File: config.mk
export PLATFORM = sky130hd
export DESIGN_NAME = data_memory_controller_flat
export DESIGN_NICKNAME = d
export VERILOG_FILES = /design/src/rtl/data_memory_controller_if.sv /design/src/rtl/data_memory_controller.sv /design/src/flat_wrapper.sv
export SDC_FILE = /design/constraint.sdc
export NUM_CORES = 1
export LEC_CHECK = 0
export ABC_AREA = 1
export CAP_MARGIN = 20
export CELL_PAD_IN_SITES_DETAIL_PLACEMENT = 0
export CELL_PAD_IN_SITES_GLOBAL_PLACEMENT = 1
export CORE_MARGIN = 3
export CORE_UTILIZATION = 35
export DETAILED_ROUTE_END_ITERATION = 16
export PLACE_DENSITY = 0.93
export SYNTH_ARGS = -nofsm -noshare
export SYNTH_HDL_FRONTEND = slang
export SYNTH_SLANG_ARGS = --single-unit
export TNS_END_PERCENT = 100
File: constraint.sdc
create_clock -name clk -period 4.34 [get_ports clk]
set_input_delay 0.651 -clock clk [delete_from_list [all_inputs] [get_ports clk]]
set_output_delay 0.651 -clock clk [all_outputs]
set_load 0.1 [all_outputs]
File: src/rtl/data_memory_controller_if.sv
`default_nettype none
// +--------------------------------------------------------------------------+
// | Module   : data_memory_controller_if                                     |
// | Purpose  : Request/response and SRAM-port bundle for the data-memory     |
// |            controller. The master side is the pipeline together with the |
// |            SRAM array; the slave side is the controller itself.          |
// | Revision : 1.0 - initial release                                         |
// +--------------------------------------------------------------------------+
interface data_memory_controller_if #(
  parameter int ADDR_WIDTH = 14
);
  // Pipeline request channel
  logic                  req_valid;
  logic                  req_ready;
  logic                  req_we;
  logic [1:0]            req_width;
  logic                  req_unsigned;
  logic [31:0]           req_addr;
  logic [31:0]           req_wdata;

  // Completion channel
  logic                  resp_valid;
  logic [31:0]           resp_rdata;

  // Single-port synchronous SRAM
  logic                  sram_en;
  logic                  sram_we;
  logic [3:0]            sram_be;
  logic [ADDR_WIDTH-1:0] sram_addr;
  logic [31:0]           sram_wdata;
  logic [31:0]           sram_rdata;

  modport master (
    output req_valid, req_we, req_width, req_unsigned, req_addr, req_wdata,
    output sram_rdata,
    input  req_ready, resp_valid, resp_rdata,
    input  sram_en, sram_we, sram_be, sram_addr, sram_wdata
  );

  modport slave (
    input  req_valid, req_we, req_width, req_unsigned, req_addr, req_wdata,
    input  sram_rdata,
    output req_ready, resp_valid, resp_rdata,
    output sram_en, sram_we, sram_be, sram_addr, sram_wdata
  );
endinterface
`default_nettype wire

File: src/rtl/data_memory_controller.sv
`default_nettype none
// +--------------------------------------------------------------------------+
// | Module   : data_memory_controller                                        |
// | Purpose  : One-request-at-a-time load/store controller for a 32-bit      |
// |            byte-enabled synchronous SRAM. Splits word-crossing accesses  |
// |            into two SRAM cycles and aligns/extends load data.            |
// | Revision : 1.0 - initial release                                         |
// +--------------------------------------------------------------------------+
module data_memory_controller #(
  parameter int ADDR_WIDTH   = 14,
  parameter int MEMORY_WIDTH = 32
) (
  input wire clk,
  input wire rst,
  data_memory_controller_if.slave bus
);

  typedef enum logic [2:0] {
    S_IDLE   = 3'd0,
    S_FIRST  = 3'd1,
    S_SECOND = 3'd2,
    S_WAIT   = 3'd3,
    S_RESP   = 3'd4
  } state_t;

  state_t                  r_state;
  state_t                  w_next_state;

  // Latched request fields
  logic                    r_we;
  logic                    r_unsigned;
  logic [1:0]              r_width;
  logic [1:0]              r_off;
  logic [ADDR_WIDTH-1:0]   r_widx;
  logic [7:0]              r_mask;
  logic [MEMORY_WIDTH-1:0] r_wdata;
  logic [MEMORY_WIDTH-1:0] r_lo;
  logic [MEMORY_WIDTH-1:0] r_resp_rdata;

  logic                    w_can_accept;
  logic                    w_accept;
  logic [7:0]              w_mask_base;
  logic [7:0]              w_mask8;
  logic                    w_span;
  logic [5:0]              w_hi_shamt;
  logic [MEMORY_WIDTH-1:0] w_lo;
  logic [MEMORY_WIDTH-1:0] w_hi;
  logic [MEMORY_WIDTH-1:0] w_raw;
  logic [MEMORY_WIDTH-1:0] w_load;
  logic                    w_unused;

  // Only the word-address bits that reach the SRAM are meaningful.
  assign w_unused = &{1'b0, bus.req_addr[31:ADDR_WIDTH+2]};

  // The controller takes a new request only when no access is in flight.
  assign w_can_accept   = (r_state == S_IDLE) || (r_state == S_RESP);
  assign w_accept       = bus.req_valid && w_can_accept && (bus.req_width != 2'd0);
  assign bus.req_ready  = w_can_accept;
  assign bus.resp_valid = (r_state == S_RESP);
  assign bus.resp_rdata = r_resp_rdata;

  // An access spans two words when any selected byte falls past lane 3.
  assign w_span     = |r_mask[7:4];
  assign w_hi_shamt = {3'd4 - {1'b0, r_off}, 3'b000};

  // Byte mask of the incoming request, before it is latched.
  always_comb begin
    w_mask_base = 8'h00;
    case (bus.req_width)
      2'd1:    w_mask_base = 8'h01;
      2'd2:    w_mask_base = 8'h03;
      2'd3:    w_mask_base = 8'h0F;
      default: w_mask_base = 8'h00;
    endcase
    w_mask8 = w_mask_base << bus.req_addr[1:0];
  end

  // Load assembly: the word read back in WAIT is the high half of a split access.
  always_comb begin
    w_lo   = w_span ? r_lo : bus.sram_rdata;
    w_hi   = w_span ? bus.sram_rdata : '0;
    w_raw  = MEMORY_WIDTH'({w_hi, w_lo} >> {r_off, 3'b000});
    w_load = w_raw;
    case (r_width)
      2'd1:    w_load = r_unsigned ? {24'd0, w_raw[7:0]}  : {{24{w_raw[7]}}, w_raw[7:0]};
      2'd2:    w_load = r_unsigned ? {16'd0, w_raw[15:0]} : {{16{w_raw[15]}}, w_raw[15:0]};
      default: w_load = w_raw;
    endcase
  end

  // State register; reset aborts any access in flight.
  always_ff @(posedge clk or posedge rst) begin
    if (rst) begin
      r_state <= S_IDLE;
    end else begin
      r_state <= w_next_state;
    end
  end

  // Next-state logic and SRAM port drive; the port is all zeros when idle.
  always_comb begin
    w_next_state   = r_state;
    bus.sram_en    = 1'b0;
    bus.sram_we    = 1'b0;
    bus.sram_be    = 4'b0000;
    bus.sram_addr  = '0;
    bus.sram_wdata = '0;
    case (r_state)
      S_IDLE: begin
        if (w_accept) begin
          w_next_state = S_FIRST;
        end
      end
      S_FIRST: begin
        bus.sram_en    = 1'b1;
        bus.sram_we    = r_we;
        bus.sram_addr  = r_widx;
        bus.sram_be    = r_mask[3:0];
        bus.sram_wdata = r_wdata << {r_off, 3'b000};
        w_next_state   = w_span ? S_SECOND : S_WAIT;
      end
      S_SECOND: begin
        bus.sram_en    = 1'b1;
        bus.sram_we    = r_we;
        bus.sram_addr  = r_widx + ADDR_WIDTH'(1);
        bus.sram_be    = r_mask[7:4];
        bus.sram_wdata = r_wdata >> w_hi_shamt;
        w_next_state   = S_WAIT;
      end
      S_WAIT: begin
        w_next_state = S_RESP;
      end
      S_RESP: begin
        w_next_state = w_accept ? S_FIRST : S_IDLE;
      end
      default: begin
        w_next_state = S_IDLE;
      end
    endcase
  end

  // Request latch, low-word capture and response data register.
  always_ff @(posedge clk or posedge rst) begin
    if (rst) begin
      r_we         <= 1'b0;
      r_unsigned   <= 1'b0;
      r_width      <= 2'd0;
      r_off        <= 2'd0;
      r_widx       <= '0;
      r_mask       <= 8'h00;
      r_wdata      <= '0;
      r_lo         <= '0;
      r_resp_rdata <= '0;
    end else begin
      if (w_accept) begin
        r_we       <= bus.req_we;
        r_unsigned <= bus.req_unsigned;
        r_width    <= bus.req_width;
        r_off      <= bus.req_addr[1:0];
        r_widx     <= bus.req_addr[ADDR_WIDTH+1:2];
        r_mask     <= w_mask8;
        r_wdata    <= bus.req_wdata;
      end
      if (r_state == S_SECOND) begin
        r_lo <= bus.sram_rdata;
      end
      if (r_state == S_WAIT) begin
        r_resp_rdata <= r_we ? '0 : w_load;
      end
    end
  end

endmodule
`default_nettype wire

File: src/flat_wrapper.sv
// flat-port wrapper written by rule: the top's interface ports become plain ports
module data_memory_controller_flat 
#(
  parameter int ADDR_WIDTH   = 14,
  parameter int MEMORY_WIDTH = 32
)
  (clk, rst, bus_req_valid, bus_req_we, bus_req_width, bus_req_unsigned, bus_req_addr, bus_req_wdata, bus_sram_rdata, bus_req_ready, bus_resp_valid, bus_resp_rdata, bus_sram_en, bus_sram_we, bus_sram_be, bus_sram_addr, bus_sram_wdata);
  data_memory_controller_if #(.ADDR_WIDTH(ADDR_WIDTH)) bus_i ();
  input wire clk;
  input wire rst;
  input wire logic [$bits(bus_i.req_valid)-1:0] bus_req_valid;
  input wire logic [$bits(bus_i.req_we)-1:0] bus_req_we;
  input wire logic [$bits(bus_i.req_width)-1:0] bus_req_width;
  input wire logic [$bits(bus_i.req_unsigned)-1:0] bus_req_unsigned;
  input wire logic [$bits(bus_i.req_addr)-1:0] bus_req_addr;
  input wire logic [$bits(bus_i.req_wdata)-1:0] bus_req_wdata;
  input wire logic [$bits(bus_i.sram_rdata)-1:0] bus_sram_rdata;
  output wire logic [$bits(bus_i.req_ready)-1:0] bus_req_ready;
  output wire logic [$bits(bus_i.resp_valid)-1:0] bus_resp_valid;
  output wire logic [$bits(bus_i.resp_rdata)-1:0] bus_resp_rdata;
  output wire logic [$bits(bus_i.sram_en)-1:0] bus_sram_en;
  output wire logic [$bits(bus_i.sram_we)-1:0] bus_sram_we;
  output wire logic [$bits(bus_i.sram_be)-1:0] bus_sram_be;
  output wire logic [$bits(bus_i.sram_addr)-1:0] bus_sram_addr;
  output wire logic [$bits(bus_i.sram_wdata)-1:0] bus_sram_wdata;
  assign bus_i.req_valid = bus_req_valid;
  assign bus_i.req_we = bus_req_we;
  assign bus_i.req_width = bus_req_width;
  assign bus_i.req_unsigned = bus_req_unsigned;
  assign bus_i.req_addr = bus_req_addr;
  assign bus_i.req_wdata = bus_req_wdata;
  assign bus_i.sram_rdata = bus_sram_rdata;
  assign bus_req_ready = bus_i.req_ready;
  assign bus_resp_valid = bus_i.resp_valid;
  assign bus_resp_rdata = bus_i.resp_rdata;
  assign bus_sram_en = bus_i.sram_en;
  assign bus_sram_we = bus_i.sram_we;
  assign bus_sram_be = bus_i.sram_be;
  assign bus_sram_addr = bus_i.sram_addr;
  assign bus_sram_wdata = bus_i.sram_wdata;
  data_memory_controller #(.ADDR_WIDTH(ADDR_WIDTH), .MEMORY_WIDTH(MEMORY_WIDTH)) u_core (.clk(clk), .rst(rst), .bus(bus_i));
endmodule
# ---- Word level (Yosys, flattened, before mapping)
# Index checks and enable logic that the tools add are counted.
# W data, S select, Z words.
dict set report totals {
  word_cells 49
  inputBits 103
  output_inout_bits 86
  ff_bits 127
}
dict set report classes {
  n_reduce_logical 7
  n_shift 4
  n_addsub 2
  eq_ne 10
  n_mux 16
}
# cell count
set op_table {}
lappend op_table {{$mux W32} 5}
lappend op_table {{$pmux W32 S2} 2}
lappend op_table {{$shr A64 B5 Y32} 1}
lappend op_table {{$shl A32 B5 Y32} 1}
lappend op_table {{$shr A32 B6 Y32} 1}
lappend op_table {{$pmux W14 S2} 1}
lappend op_table {{$pmux W3 S5} 1}
lappend op_table {{$add A14 B1 Y14 const B} 1}
lappend op_table {{$pmux W4 S3} 1}
lappend op_table {{$pmux W4 S2} 1}
lappend op_table {{$shl A4 B2 Y8} 1}
lappend op_table {{$eq A2 B2 Y1 const B} 3}
lappend op_table {{$eq A3 B2 Y1 const B} 2}
lappend op_table {{$eq A2 B1 Y1 const B} 2}
lappend op_table {{$mux W1} 4}
lappend op_table {{$reduce_or A4 Y1} 1}
lappend op_table {{$eq A3 B1 Y1 const B} 1}
lappend op_table {{$eq A3 B3 Y1 const B} 1}
lappend op_table {{$logic_not A3 Y1} 1}
lappend op_table {{$mux W3} 1}
lappend op_table {{$sub A3 B2 Y3 const A} 1}
lappend op_table {{$logic_and A1 B1 Y1} 2}
lappend op_table {{$ne A2 B1 Y1 const B} 1}
lappend op_table {{$reduce_bool A2 Y1} 1}
lappend op_table {{2 further kinds} 2}

# ---- Logic depth before layout (Yosys ltp)
# Gate-level depths: netlist of the first run.
dict set report depth {
  word_depth 6
  mapped_depth 12
  depth_no_buf 11
}

# ---- Worst setup path before layout of the first run
# OpenSTA, ideal clock, no wires.
dict set report synth_timing {
  path_kind {register to output}
  start {register u_core.r_off[0]}
  end {output bus_sram_wdata[0]}
  required_ps 3689
  path_stages_with_launch 9
  path_buffers 4
  arrival_time_ps 3217
  setup_slack_ps 472
  cell_sequence {dfrtp_1 > inv_1 > buf_2 > buf_1 > ha_1 > clkbuf_1 > clkbuf_1 > nor2_1 > a22oi_1}
}
dict set report synth_between {
  elab_chain_len 3
  elab_cells_between_ends 4
  classes_between {add/sub: 1; shift: 2; mux: 1}
}
# item line
set synth_rtl {}
lappend synth_rtl {{from (decl)} data_memory_controller.sv:33} ;# logic [1:0] r_off;
lappend synth_rtl {{from (signal assigned)} data_memory_controller.sv:159} ;# r_off <= bus.req_addr[1:0];
lappend synth_rtl {{$sub A3 B2 Y3} data_memory_controller.sv:64} ;# assign w_hi_shamt = {3'd4 - {1'b0, r_off}, 3'b000};
lappend synth_rtl {{$shr A32 B6 Y32} data_memory_controller.sv:127} ;# bus.sram_wdata = r_wdata >> w_hi_shamt;
lappend synth_rtl {{$pmux W32 S2 (*)} data_memory_controller.sv:108} ;# case (r_state)
lappend synth_rtl {{to (decl)} flat_wrapper.sv:25} ;# output wire logic [$bits(bus_i.sram_wdata)-1:0] bus_sram_wdata;
# Mark *: on every way between the ends. The rest lies on a longest branch, timed or not.

# ---- Worst setup path in the final report of the first run
dict set report layout_timing {
  start {register u_core.r_off[1]}
  end {output bus_sram_wdata[4]}
}
# Same word-level chain as after synthesis.

==> results of run 1 <==
[registers in the layout, summed over array words and instances (netlist names), 2 cells and up]
register,cells
u_core.bus.resp_rdata,32
u_core.r_width,2
u_core.r_wdata,32
u_core.r_widx,14
u_core.r_state,3
u_core.r_mask,7
u_core.r_off,2
u_core.r_lo,32
[layout make-up]
| class | instances | area (um2) | area share, % |
|---|---|---|---|
| clock buffer | 22 | 474.2 | 4.438 |
| clock inverter | 10 | 136.4 | 1.276 |
| inverter | 136 | 513.0 | 4.801 |
| multi-input combinational | 862 | 3960 | 37.06 |
| sequential | 126 | 3154 | 29.52 |
| tap | 280 | 350.3 | 3.279 |
| timing repair buffer | 186 | 2097 | 19.63 |
[critical path: stages (launching register included)]
cell     delay (ns)
dfrtp_1        0.33
buf_4          0.39
inv_2          0.08
ha_1           0.91
inv_1          0.38
a22oi_1        0.44
buf_12         0.23
[logic make-up after synthesis]
logic type                 synth area share [%]
xor gates and xnor gates                 0.1108
AOI/OAI and AO/OA                         18.12
and+or+nand+nor                           31.12
DFF                                       39.87
buffers and inverters                     10.14
adders and majority gates                0.6329
[final timing paths]
| check | cells after the start | slack, ns | end | startpoint |
|---|---|---|---|---|
| max | 6 | 0.49 | bus_sram_wdata[4] | u_core.r_off[1] |
| min | 2 | 0.48 | u_core.r_lo[22] | u_core.r_lo[22] |
| max reg2reg | 8 | 1.78 | u_core.bus.resp_rdata[23] | u_core.r_state[2] |
| min reg2reg | 2 | 0.48 | u_core.r_lo[22] | u_core.r_lo[22] |
| max in group asynchronous | 3 | 2.72 | u_core.r_lo[18] | rst |
| min in group asynchronous | 2 | 0.81 | u_core.r_widx[3] | rst |
[stage by stage]
stage	cell area (um2)	utilization, %
floorplan	7908	-
global placement	10070	45.74
detailed placement	10070	45.74
CTS	10690	48.51
global route	10690	48.51
finish	10690	48.51
[cell usage in the layout (no fill, tap or decap), drive strengths merged]
| cell type | count |
|---|---|
| clkinvlp | 3 |
| o22ai | 24 |
| nor2 | 64 |
| o21ai | 142 |
| clkinv | 4 |
| or2 | 1 |
| a21o | 1 |
| nand2 | 416 |
| clkdlybuf4s50 | 120 |
| clkbuf | 22 |
| dfrtp | 126 |
| o21bai | 1 |
| a22oi | 10 |
| buf | 66 |
| o21a | 1 |
| nand4 | 2 |
| ha | 4 |
| nor3b | 8 |
| a22o | 3 |
| nor4 | 1 |
| nor3 | 9 |
| nand3 | 96 |
| inv | 136 |
| a21oi | 55 |
| o32ai | 1 |
| a31oi | 1 |
| bufinv | 3 |
| o211ai | 21 |
| xor2 | 1 |
[layer usage]
layer	vias up	global-route usage [%]	share of wire, %
met5	-	0	0
met4	0	6.253	2.1
met3	29	5.310	7.5
met2	304	35.04	46
met1	3859	27.78	44
li1	4136	-	-
==> summary.md, run 1 <==
| Metric | Value |
|---|---|
| Die Wd | `156.3 um` |
| Rel. slew slack | `27.39%` |
| Die height | `156.3 um` |
| Via count | `8328` |
| Clock latency on the worst-skew pair | `0.42 ns` |
| WP data arrival | `3.20 ns` |
| Area leader, netlist | `dfrtp_1` |
| RSZ-0062 raised after global routing | `false` |
| Post-synthesis instance total | `1193` |
| Synth top area share | `39.87%` |
| Pin count of the biggest net entering global routing | `111` |
| Achievable Freq | `259.9 MHz` |
| Outcome | `complete, no violations` |
| Fillers | `2210` |
| Die ar. | `24430 um2` |
| Hold_buf cts | `0` |
| CTS tree | `built` |
| Post-layout net count | `1436` |
| Setup tns final | `0 ns` |
| Synthesized area | `7908 um2` |
| Required time worst endpoint | `3.69 ns` |
| Seq/Total Area, Yosys | `39.87%` |
| Dpl hpwl | `17650 um` |
| Worst-path maximum fanout | `32` |
| Setup crit end kind | `output pin` |
| Clk_skew | `0.005199 ns` |
| Final setup violation count | `0` |
| Post-synth net total | `1300` |
| Fin Hold WS | `0.4760 ns` |
| Synth unique cells | `34` |
| Initial cell density of the core | `35.90%` |
| Crit path time final | `3.847 ns` |
| Post-CTS Setup Inserts | `0` |
| Routability cong. | `0.8465` |
| Post-Place Worst Slack | `1.018 ns` |
| # diodes | `0` |
| Number of synthesis warnings | `0` |
| Top post-synthesis cells by area | `dfrtp_1 40%, nand2_1 20%, o21ai_0 8.7%, inv_1 6.1%, nand3_1 5.9%` |
| Clock Sinks | `126` |
| WL final | `25700 um` |
| Setup WS post-layout | `0.4929 ns` |
| TritonCTS Buffers | `17` |
| Ys async rst share | `100.0%` |
| H-Tree Depth | `4` |
| Most frequent cell after synthesis | `nand2_1` |
| Syn-to-layout area delta | `35.13%` |
| WL per Instance | `15.84 um` |
| Post_cts resized | `0` |
| Total track usage | `21.28%` |
| Hold Vio Cnt, Final | `0` |
| Clock slew at reported path FFs | `0.06 ns` |
| DRC Markers | `0` |
| Worst-margin pin slew | `1.089 ns` |
| Avg Vias per Cell | `5.134` |
| Critical Path Start Type | `flip-flop` |
| FF+latch count, synth | `126` |
| Ys flop type | `dfrtp_1` |
| Dpl cells | `1590` |
| Tcrit/Tclk final | `88.64%` |
| Number of I/O pins | `189` |
| Port Buf Inserts | `172` |
| Fraction of layout cells with a size suffix above 1 | `8.644%` |
| First-pass GRT wire length | `41580 um` |
| Routed Antenna Nets | `0` |
| CTS root buf | `clkbuf_16` |
| Core area | `22030 um2` |
| Max-slew violation count | `0` |
| # rows | `54` |
| Initial DRT Pass Iterations | `5` |
| Initial antenna violation count | `0` |
| Max cap viols | `0` |
| Syn Area/Cell | `6.628 um2` |
| Top cells by count, synth | `415 x nand2_1, 138 x o21ai_0, 129 x inv_1` |
| DR iter-0 viols | `583` |
| Number of flops mapped to enable cells by yosys | `0` |
| Clock Tree Buf Depth | `2` |
| Worst hold path type | `flip-flop to flip-flop` |
| Vias in the first global route | `8068` |
| Crit path kind | `flip-flop to output pin` |
| Total grt overflow | `0` |
| Non-Filler Instances | `1622` |
Power of run 1 is left out: the tool's default activity adds up to more than one toggle a clock period on the data nets, which glitch-free logic cannot reach.
==> run 2, diff against run 1 <==
--- a/config.mk
+++ b/config.mk
@@ -11,6 +11,7 @@
 export CELL_PAD_IN_SITES_GLOBAL_PLACEMENT = 1
 export CORE_MARGIN = 3
 export CORE_UTILIZATION = 35
+export CTS_CLUSTER_SIZE = 30
 export DETAILED_ROUTE_END_ITERATION = 16
 export PLACE_DENSITY = 0.93
 export SYNTH_ARGS = -nofsm -noshare
==> results of run 2 <==
No change in the layout: final DEF, timing and power equal those of run 1.
Power of run 2 is left out for the same reason.
==> run 3, diff against run 2 <==
--- a/config.mk
+++ b/config.mk
@@ -9,7 +9,7 @@
 export CAP_MARGIN = 20
 export CELL_PAD_IN_SITES_DETAIL_PLACEMENT = 0
 export CELL_PAD_IN_SITES_GLOBAL_PLACEMENT = 1
-export CORE_MARGIN = 3
+export CORE_MARGIN = 5
 export CORE_UTILIZATION = 35
 export CTS_CLUSTER_SIZE = 30
 export DETAILED_ROUTE_END_ITERATION = 16
==> summary.md, run 3 (synthesis gave the netlist of run 1 again) <==
| Metric | Value |
|---|---|
| Critical path launch point | `u_core.r_off[1]` |
| Critical path endpoint | `bus_sram_wdata[23]` |
| First-pass GRT wire length | `42580 um (+2.4%)` |
| Crit path kind | `flip-flop to output pin` |
| Die height | `160.3 um (+2.6%)` |
| TritonCTS Buffers | `17 (unchanged)` |
| Outcome | `complete, no violations` |
| Initial cell density of the core | `35.25% (-0.65 points)` |
| Critical Path Start Type | `flip-flop` |
| Routability cong. | `0.8246 (-2.6%)` |
| WP data arrival | `2.81 ns (-0.39 ns)` |
| Max cap viols | `0 (unchanged)` |
| RSZ-0062 raised after global routing | `false` |
| Pin count of the biggest net entering global routing | `111 (unchanged)` |
| WL per Instance | `16.09 um (+1.5%)` |
| Required time worst endpoint | `3.69 ns (about the same)` |
| FF-to-FF Start | `u_core.r_off[1]` |
| Post_cts resized | `0 (unchanged)` |
| Hold Vio Cnt, Final | `0 (unchanged)` |
| DRC Markers | `0 (unchanged)` |
| Core area | `22430 um2 (+1.9%)` |
| Syn-to-layout area delta | `36.11%` |
| Via count | `8368 (+0.48%)` |
| Post-CTS Setup Inserts | `0 (unchanged)` |
| CTS tree | `built` |
| Initial DRT Pass Iterations | `5 (unchanged)` |
| Clock Sinks | `126 (unchanged)` |
| Fraction of layout cells with a size suffix above 1 | `8.637% (about the same)` |
| Tcrit/Tclk final | `79.65% (-9.0 points)` |
| Worst hold path type | `flip-flop to flip-flop` |
| WP depth | `7 (+1)` |
| Cell family with most CP delay | `flip-flops` |
| Achievable Freq | `289.3 MHz (+11%)` |
| Setup crit end kind | `output pin` |
| R2R depth | `9 (+1)` |
| Total track usage | `20.41% (-0.87 points)` |
| Critical-path cell list | `inv_2 > ha_1 > buf_4 > nor2_4 > inv_2 > o22ai_1 > buf_12` |
| # rows | `55 (+1.9%)` |
| Cell mode on critical path | `inv_2` |
| Clock slew at reported path FFs | `0.06 ns (about the same)` |
| Worst reg2reg setup slack | `1.82 ns (+0.04 ns)` |
| Slowest-stage cell, CP | `dfrtp_1` |
| Crit path time final | `3.457 ns (-0.3902 ns)` |
| Buffers & Inverters on Critical Path | `4 (unchanged)` |
| Worst-margin pin slew | `1.079 ns (-0.01008 ns)` |
| Final setup violation count | `0 (unchanged)` |
| Total grt overflow | `0 (unchanged)` |
| CTS root buf | `clkbuf_16` |
| H-Tree Depth | `4 (unchanged)` |
| Crit Reg-Reg Endpoint | `u_core.bus.resp_rdata[24]` |
| Rel. slew slack | `28.06% (+0.67 points)` |
| Clk_skew | `0.01103 ns (+0.005833 ns)` |
| Most frequent cells in the layout | `415 x nand2_1, 138 x o21ai_0, 128 x inv_1, 125 x dfrtp_1, 120 x clkdlybuf4s50_1` |
| Worst-path maximum fanout | `26 (-19%)` |
| Avg Vias per Cell | `5.134 (about the same)` |
| Port Buf Inserts | `172 (unchanged)` |
| Max-slew violation count | `0 (unchanged)` |
| Hold_buf cts | `0 (unchanged)` |
| Vias in the first global route | `7994 (-0.92%)` |
| Setup tns final | `0 ns (unchanged)` |
| Post-layout net count | `1437 (+0.070%)` |
| WL final | `26220 um (+2.0%)` |
| Routed Antenna Nets | `0 (unchanged)` |
| Clock latency on the worst-skew pair | `0.42 ns (about the same)` |
| Die Wd | `160.3 um (+2.6%)` |
| Worst path max stage delay | `0.77 ns (-0.14 ns)` |
| Clock Tree Buf Depth | `2 (unchanged)` |
| DR iter-0 viols | `769 (+32%)` |
| Number of I/O pins | `189 (unchanged)` |
| Die ar. | `25700 um2 (+5.2%)` |
| Dpl hpwl | `18040 um (+2.2%)` |
| Initial antenna violation count | `2 (+2)` |
| Commonest non-fill, non-tap cell in the layout | `nand2_1` |
[run 3: changes by cell type in the layout (fill, tap and decap cells not counted)]
cell / before / now
diode_2: 0 / 2
clkbuf_1: 2 / 3
clkinv_4: 1 / 2
clkinvlp_4: 3 / 1
clkinv_2: 3 / 2
clkbuf_8: 3 / 2
buf_16: 0 / 1
bufinv_16: 3 / 5
[run 3: layer usage]
metal	part of all wire (%)	wire length, um	track usage (%)
met5	0	0	0
met4	1.5	397	6.179
met1	43	11230	26.50
met2	47	12280	33.39
met3	8.8	2315	5.568
[run 3: cell type report]
cell class                      count  area, um2
Tap cell                          285      356.6
Timing Repair Buffer              187       2125
Antenna cell                        2      5.005
Fill cell                        2219      11670
Clock inverter                     10      185.2
Inverter                          136      513.0
Multi-Input combinational cell    862       3960
Sequential cell                   126       3154
Clock buffer                       22      464.2
[run 3: worst reg2reg max path: stages (launching register included)]
cell,delay [ns]
dfrtp_1,0.77
inv_2,0.08
buf_4,0.33
nor2_2,0.71
nand2_1,0.11
nand2_1,0.09
inv_1,0.05
a21oi_1,0.16
nand2_1,0.08
nand2_1,0.08
[run 3: worst min path at each step]
stage,startpoint,to,slack (ns),cells past startpoint
detailed placement,u_core.r_lo[15],u_core.r_lo[15],0.46,2
CTS,u_core.r_lo[22],u_core.r_lo[22],0.47,2
floorplan,u_core.r_lo[15],u_core.r_lo[15],0.44,2
global route,u_core.r_lo[22],u_core.r_lo[22],0.49,2
finish,u_core.r_lo[15],u_core.r_lo[15],0.47,2
global placement,u_core.r_lo[21],u_core.r_lo[21],0.46,2
[run 3: through the flow]
step / hold WS [ns] / area, um2 / util [%] / setup WS, ns / std cells
after floorplan: 0.4422 / 7908 / - / 0.3331 / 1193
after global placement: 0.4551 / 10080 / 44.94 / 1.346 / 1595
after detailed placement: 0.4589 / 10080 / 44.94 / 1.373 / 1595
after CTS: 0.4727 / 10730 / 47.83 / 0.9011 / 1627
after global routing: 0.4871 / 10760 / 47.98 / 0.7545 / 1630
final: 0.4716 / 10760 / 47.98 / 0.8832 / 1630
Power of run 3 is left out for the same reason.
